===== src/rtl/uart_tx_param_if.sv =====
// Byte-side handshake and serial outputs of the parametrised UART transmitter.
// The controller (or FIFO) uses the master view and the transmitter uses the slave view.
interface uart_tx_param_if #(
  parameter int DATA_BITS = 8
) ();
  logic                 tx_start;
  logic [DATA_BITS-1:0] data;
  logic                 uarttx;
  logic                 tx_busy;
  logic                 tx_done;

  modport master (
    output tx_start,
    output data,
    input  uarttx,
    input  tx_busy,
    input  tx_done
  );

  modport slave (
    input  tx_start,
    input  data,
    output uarttx,
    output tx_busy,
    output tx_done
  );
endinterface


===== src/rtl/uart_tx_param.sv =====
// Parametrised UART transmitter: start bit, LSB-first data, optional parity, 1-2 stop bits.
// All outputs are registered; a frame may be accepted again in the tx_done cycle.
module uart_tx_param #(
  parameter int CLKS_PER_BIT = 434,
  parameter int DATA_BITS    = 8,
  parameter int PARITY       = 0,
  parameter int STOP_BITS    = 1
) (
  input  logic            clk,
  input  logic            rst_n,
  uart_tx_param_if.slave  bus
);

  localparam int BW = (CLKS_PER_BIT > 1) ? $clog2(CLKS_PER_BIT) : 1;
  localparam int IW = $clog2(DATA_BITS);
  localparam logic [BW-1:0] BAUD_LAST = BW'(CLKS_PER_BIT - 1);
  localparam logic [IW-1:0] DATA_LAST = IW'(DATA_BITS - 1);
  localparam logic [IW-1:0] STOP_LAST = IW'(STOP_BITS - 1);

  typedef enum logic [2:0] {
    S_IDLE,
    S_START,
    S_DATA,
    S_PARITY,
    S_STOP
  } state_t;

  state_t               state_q,   state_d;
  logic [BW-1:0]        baud_q,    baud_d;
  logic [IW-1:0]        bit_idx_q, bit_idx_d;
  logic [DATA_BITS-1:0] shift_q,   shift_d;
  logic                 par_bit_q, par_bit_d;
  logic                 uarttx_q,  uarttx_d;
  logic                 tx_busy_q, tx_busy_d;
  logic                 tx_done_q, tx_done_d;

  logic bit_wrap;
  assign bit_wrap = (baud_q == BAUD_LAST);

  always_comb begin
    state_d   = state_q;
    bit_idx_d = bit_idx_q;
    shift_d   = shift_q;
    par_bit_d = par_bit_q;
    uarttx_d  = uarttx_q;
    tx_busy_d = tx_busy_q;
    tx_done_d = 1'b0;
    baud_d    = (state_q == S_IDLE || bit_wrap) ? '0 : baud_q + 1'b1;

    unique case (state_q)
      S_IDLE: begin
        bit_idx_d = '0;
        if (bus.tx_start && !tx_busy_q) begin
          shift_d   = bus.data;
          // Odd parity is the inverted even parity of the payload.
          par_bit_d = (^bus.data) ^ (PARITY == 1);
          state_d   = S_START;
          uarttx_d  = 1'b0;
          tx_busy_d = 1'b1;
        end
      end
      S_START: begin
        if (bit_wrap) begin
          state_d   = S_DATA;
          uarttx_d  = shift_q[0];
          bit_idx_d = '0;
        end
      end
      S_DATA: begin
        if (bit_wrap) begin
          if (bit_idx_q == DATA_LAST) begin
            bit_idx_d = '0;
            if (PARITY != 0) begin
              state_d  = S_PARITY;
              uarttx_d = par_bit_q;
            end else begin
              state_d  = S_STOP;
              uarttx_d = 1'b1;
            end
          end else begin
            bit_idx_d = bit_idx_q + 1'b1;
            shift_d   = shift_q >> 1;
            uarttx_d  = shift_q[1];
          end
        end
      end
      S_PARITY: begin
        if (bit_wrap) begin
          state_d   = S_STOP;
          uarttx_d  = 1'b1;
          bit_idx_d = '0;
        end
      end
      S_STOP: begin
        if (bit_wrap) begin
          // Stop bits reuse the bit index as their own counter.
          if (bit_idx_q == STOP_LAST) begin
            state_d   = S_IDLE;
            uarttx_d  = 1'b1;
            tx_busy_d = 1'b0;
            tx_done_d = 1'b1;
            bit_idx_d = '0;
          end else begin
            bit_idx_d = bit_idx_q + 1'b1;
          end
        end
      end
      default: begin
        state_d   = S_IDLE;
        uarttx_d  = 1'b1;
        tx_busy_d = 1'b0;
      end
    endcase
  end

  always_ff @(posedge clk or negedge rst_n) begin
    if (!rst_n) begin
      state_q   <= S_IDLE;
      baud_q    <= '0;
      bit_idx_q <= '0;
      shift_q   <= '0;
      par_bit_q <= 1'b0;
      uarttx_q  <= 1'b1;
      tx_busy_q <= 1'b0;
      tx_done_q <= 1'b0;
    end else begin
      state_q   <= state_d;
      baud_q    <= baud_d;
      bit_idx_q <= bit_idx_d;
      shift_q   <= shift_d;
      par_bit_q <= par_bit_d;
      uarttx_q  <= uarttx_d;
      tx_busy_q <= tx_busy_d;
      tx_done_q <= tx_done_d;
    end
  end

  assign bus.uarttx  = uarttx_q;
  assign bus.tx_busy = tx_busy_q;
  assign bus.tx_done = tx_done_q;

endmodule


===== src/flat_wrapper.sv =====
// flat-port wrapper written by rule: the top's interface ports become plain ports
module uart_tx_param_flat 
#(
  parameter int CLKS_PER_BIT = 434,
  parameter int DATA_BITS    = 8,
  parameter int PARITY       = 0,
  parameter int STOP_BITS    = 1
)
  (clk, rst_n, bus_tx_start, bus_data, bus_uarttx, bus_tx_busy, bus_tx_done);
  uart_tx_param_if #(.DATA_BITS(DATA_BITS)) bus_i ();
  input  logic clk;
  input  logic rst_n;
  input wire logic [$bits(bus_i.tx_start)-1:0] bus_tx_start;
  input wire logic [$bits(bus_i.data)-1:0] bus_data;
  output wire logic [$bits(bus_i.uarttx)-1:0] bus_uarttx;
  output wire logic [$bits(bus_i.tx_busy)-1:0] bus_tx_busy;
  output wire logic [$bits(bus_i.tx_done)-1:0] bus_tx_done;
  assign bus_i.tx_start = bus_tx_start;
  assign bus_i.data = bus_data;
  assign bus_uarttx = bus_i.uarttx;
  assign bus_tx_busy = bus_i.tx_busy;
  assign bus_tx_done = bus_i.tx_done;
  uart_tx_param #(.CLKS_PER_BIT(CLKS_PER_BIT), .DATA_BITS(DATA_BITS), .PARITY(PARITY), .STOP_BITS(STOP_BITS)) u_core (.clk(clk), .rst_n(rst_n), .bus(bus_i));
endmodule

===== config.mk =====
export PLATFORM = sky130hd
export DESIGN_NAME = uart_tx_param_flat
export DESIGN_NICKNAME = d
export VERILOG_FILES = /design/src/rtl/uart_tx_param_if.sv /design/src/rtl/uart_tx_param.sv /design/src/flat_wrapper.sv
export SDC_FILE = /design/constraint.sdc
export NUM_CORES = 1
export LEC_CHECK = 0
export CAP_MARGIN = 25
export CORE_MARGIN = 4
export CORE_UTILIZATION = 55
export CTS_CLUSTER_DIAMETER = 80
export DETAILED_ROUTE_END_ITERATION = 12
export HOLD_SLACK_MARGIN = 0.1
export MAX_ROUTING_LAYER = met4
export PLACE_DENSITY = 0.77
export SYNTH_ARGS = -nofsm -noshare
export SYNTH_HDL_FRONTEND = slang
export SYNTH_SLANG_ARGS = --single-unit

===== constraint.sdc =====
create_clock -name clk -period 2.28 [get_ports clk]
set_input_delay 0.456 -clock clk [delete_from_list [all_inputs] [get_ports clk]]
set_output_delay 0.456 -clock clk [all_outputs]
set_load 0.01 [all_outputs]

Yosys cells after proc, flatten, opt, wreduce, memory -nomap -nowiden
Cells that the tools add are included.
- flip-flop bits (word level): 26
- bits of input ports: 11
- output and inout bits: 3
- word-level logic and storage cells: 73
- add/sub/neg operators: 2
- equality and inequality tests: 15
- muxes and demuxes: 34
- bitwise logic cells: 1
- reductions and logical operators: 14
- operators by type and width (operator ; number):
    2-to-1 mux 3 bit ; 12
    2-to-1 mux 8 bit ; 3
    one-hot mux 8 bit (2 select lines) ; 1
    one-hot mux 3 bit (5 select lines) ; 1
    inequality test 2 x 1 -> 1 bit, second input constant ; 7
    2-to-1 mux 1 bit ; 13
    one-hot mux 3 bit (4 select lines) ; 1
    AND reduction 4 bit ; 3
    adder 9 x 1 -> 9 bit, second input constant ; 1
    equality test 9 bit, second input constant ; 1
    2-to-1 mux 9 bit ; 1
    AND reduction 7 bit ; 1
    equality test 3 x 2 -> 1 bit, second input constant ; 2
    equality test 3 bit, second input constant ; 2
    logical NOT 3 bit ; 2
    AND reduction 6 bit ; 1
    one-hot mux 1 bit (5 select lines) ; 1
    inequality test 2 bit, second input constant ; 2
    nonzero test 4 bit ; 1
    adder 3 x 1 -> 3 bit, second input constant ; 1
    equality test 3 x 1 -> 1 bit, second input constant ; 1
    one-hot mux 1 bit (3 select lines) ; 1
    OR reduction 3 bit ; 1
    nonzero test 2 bit ; 1
    5 further kinds ; 5

Longest topological paths before layout
- depth after elaboration: 4
- depth in mapped cells: 8
- mapped depth without buffers: 6

Least setup slack after synthesis
OpenSTA, ideal clock, no wires.
- path kind: reg2reg
- from: register u_core.baud_q[2]
- to: register u_core.bit_idx_q[0]
- library setup time: 121 ps
- data arrival time: 1923 ps
- data required time: 2159 ps
- path slack: 236 ps
- stages on the path, launching flop included: 6
- path through: dfrtp_1 or4b_1 or3_1 buf_6 maj3_2 a22o_1
- word-level cells in the longest chain between the ends: 3
- elaborated cells between the ends (all ways): 5
- RTL lines (item ; RTL line ; text):
    from (decl) ; uart_tx_param.sv:29 ; logic [BW-1:0] baud_q, baud_d;
    from (signal assigned) ; uart_tx_param.sv:128 ; baud_q <= baud_d;
    equality test 9 bit (*) ; uart_tx_param.sv:38 ; assign bit_wrap = (baud_q == BAUD_LAST);
    inequality test 2 x 1 -> 1 bit (no source line) ; - ;
    AND reduction 4 bit (no source line) (*) ; - ;
    to (signal assigned) ; uart_tx_param.sv:129 ; bit_idx_q <= bit_idx_d;
    to (decl) ; uart_tx_param.sv:30 ; logic [IW-1:0] bit_idx_q, bit_idx_d;
Mark *: on every way between the ends. The rest lies on a longest branch, timed or not.
A chain may end at the register's enable or synchronous reset.

Worst setup path in the final report
Ends and elaborated chain as after synthesis.

==> metrics.cfg <==
[drt]
via_count=979
viasPerCell=5.563
remaining_drc_errors=0
ant_nets=0
drtIter0Drc=26
wl_per_cell_um=15.37
wl_um=2705
dr.pass1.iters=4

[place]
place_ws_ns=0.1598
hpwl_um=2001
dp_cells=172
place_congestion=0.7613
numPortBuffers=13

[floorplan]
dieWidth_um=58.57
die_h_um=58.57
floorplan.initialDensity_pct=57.29
rows=18
core_um2=2455
ios=14
die_area_um2=3430

[yosys]
synth.distinct_cells=41
synth_edf_count=0
synth-main-ff-cell=dfrtp_1
post-synth-top-count-cell=dfrtp_1
syn_nets=144
syn-instance-count=128
synthArstFlopShare_pct=100.0
synthTopCellsByArea=dfrtp_1 (44%), mux2_2 (8.8%), nor2_1 (4.5%)
yosysTopAreaCell=dfrtp_1
avgSynthCellArea_um2=10.99
ys_ff_latch=26
yosysSeqAreaShare_pct=46.35
yosys.area.top_type_share_pct=44.48
synthTopCellsByCount=dfrtp_1 (25), nor2_1 (17), mux2_2 (11)
netlist_area_um2=1406
yosysWarnings=0

[hold_path]
hold_class=in -> async

[timing]
fin_skew_ns=0.008847
timing.slew.headroom_pct=74.11
rsz0062_at_grt=false
hold_viol=0
setup_viol=0
finalSetupTns_ns=0
fin_ws_ns=0.1311
post-route-period-util_pct=94.25
final_max_slew_viol_count=0
worst_slew_pin_slew_ns=0.3869
max_freq_mhz=465.4
fin_crit_ns=2.149

[critical_path]
worstSetupStartpointType=flop
end_kind=flop
rrSetupSlack_ns=0.13
rr_startpoint=u_core.baud_q[2]
reg2reg_depth=4
r2r-end=u_core.bit_idx_q[0]
crit_type=reg -> reg
cp_max_fo=10
critPathArrivalTime_ns=2.37
required_ns=2.50

[clock_tree]
cts_tree=built
cts.sinks=26
cts_hold_buf=0
cts_root_buf=clkbuf_4
cts_setup_buffers=0
insertion_delay_ns=0.32
cts.path.max_buffers=2
ctsHtreeMaxLevel=1
numCtsBuffers=3
path_clk_slew_ns=0.16
ctsResizeCount=0

[grt]
grt_max_degree=27
grt_usage_pct=17.51
grt_pass1_wl_um=4519
grt_pass1_vias=965
grt_antenna_before_repair=0
grt_remaining_overflow=0

[cells_and_area]
drive_above_1_share_pct=21.23
fill_cells=188
area_growth_pct=16.64
nets=163
final_cells=176
antenna_cells=0

[power]
p_per_area_nw_per_um2=498.6
power.leakage_nw=0.7323
ir_drop_mv=0.4017

[job]
max_cap_viol_count=0

[status]
status=finished clean

[how the worst max path moves through the flow]
stage                                     end  cells after the start        startpoint
final                     u_core.bit_idx_q[0]                      4  u_core.baud_q[2]
after global routing      u_core.bit_idx_q[1]                      5  u_core.baud_q[2]
after CTS                 u_core.bit_idx_q[0]                      4  u_core.baud_q[2]
after detailed placement  u_core.bit_idx_q[0]                      4  u_core.baud_q[2]
after global placement    u_core.bit_idx_q[0]                      4  u_core.baud_q[2]
after floorplan           u_core.bit_idx_q[0]                      5  u_core.baud_q[2]
[critical path, cell delays in order (launching register included)]
cell and delay, ns:
dfrtp_1 0.40, or4b_1 0.51, or3_1 0.55, maj3_2 0.36, a22o_1 0.23
[metrics by stage]
stage | power [W] | util, % | hold slack (ns) | cell area [um^2]
after detailed placement | 0.0005044 | 64.68 | 0.4994 | 1588
after floorplan | 0.0004760 | - | 0.1604 | 1406
after global placement | 0.0005034 | 64.68 | 0.4763 | 1588
after CTS | 0.0008213 | 66.82 | 0.4795 | 1640
after global routing | 0.0008333 | 66.82 | 0.4902 | 1640
final | 0.0008179 | 66.82 | 0.4727 | 1640
[cell families (layout without fill, tap and decap cells)]
kind of cell	count (synthesis)	count (layout)	share of synthesized area (%)
adders and majority gates	6	6	5.249
DFF	26	26	46.35
AOI/OAI and AO/OA	20	20	11.48
xor gates and xnor gates	7	7	4.360
muxes	16	16	13.43
and+or+nand+nor	43	43	15.57
buffers and inverters	10	28	3.559
[registers in the layout, summed over array words and instances, names as in the netlist]
signal and cells:
u_core.baud_q 9, u_core.bit_idx_q 3, u_core.bus.tx_busy 1, u_core.bus.tx_done 1, u_core.bus.uarttx 1, u_core.shift_q 8
u_core.state_q 3
[cells in the final DEF (no fill, tap or decap), types with 3 or more instances in the layout]
cell and count:
mux2_4 3, nor2_1 17, xnor2_1 5, clkdlybuf4s50_1 13, clkbuf_4 3, mux2_2 11, ha_1 5, nor3_1 3
nand2_1 6, buf_4 6, inv_1 5, nand3_1 3, a21oi_1 5, dfrtp_1 25
[power breakdown]
part           internal, W  switching (W)  leakage [nW]   total, W
clock             0.000178       0.000145        0.0279   0.000323
combinational    0.0000208      0.0000129         0.369  0.0000336
sequential        0.000461              0         0.335   0.000461
[per-layer routing]
metal | vias up | GRT usage [%] | part of all wire, %
li1 | 487 | - | -
met1 | 475 | 23.77 | 46
met3 | 2 | 2.193 | 2.3
met2 | 15 | 27.59 | 51
met5 | - | - | 0
met4 | 0 | 4.967 | 0.70
[cell type report]
class / instances / area (um^2) / share of cell area, %
clock inverters: 1 / 30.03 / 1.831
inverters: 5 / 18.77 / 1.144
multi-input cells: 92 / 704.4 / 42.94
clock buffers: 3 / 22.52 / 1.373
repair buffers: 19 / 175.2 / 10.68
well taps: 30 / 37.54 / 2.288
flip-flops and latches: 26 / 651.9 / 39.74
No activity file was read; power rests on OpenSTA's default activity.
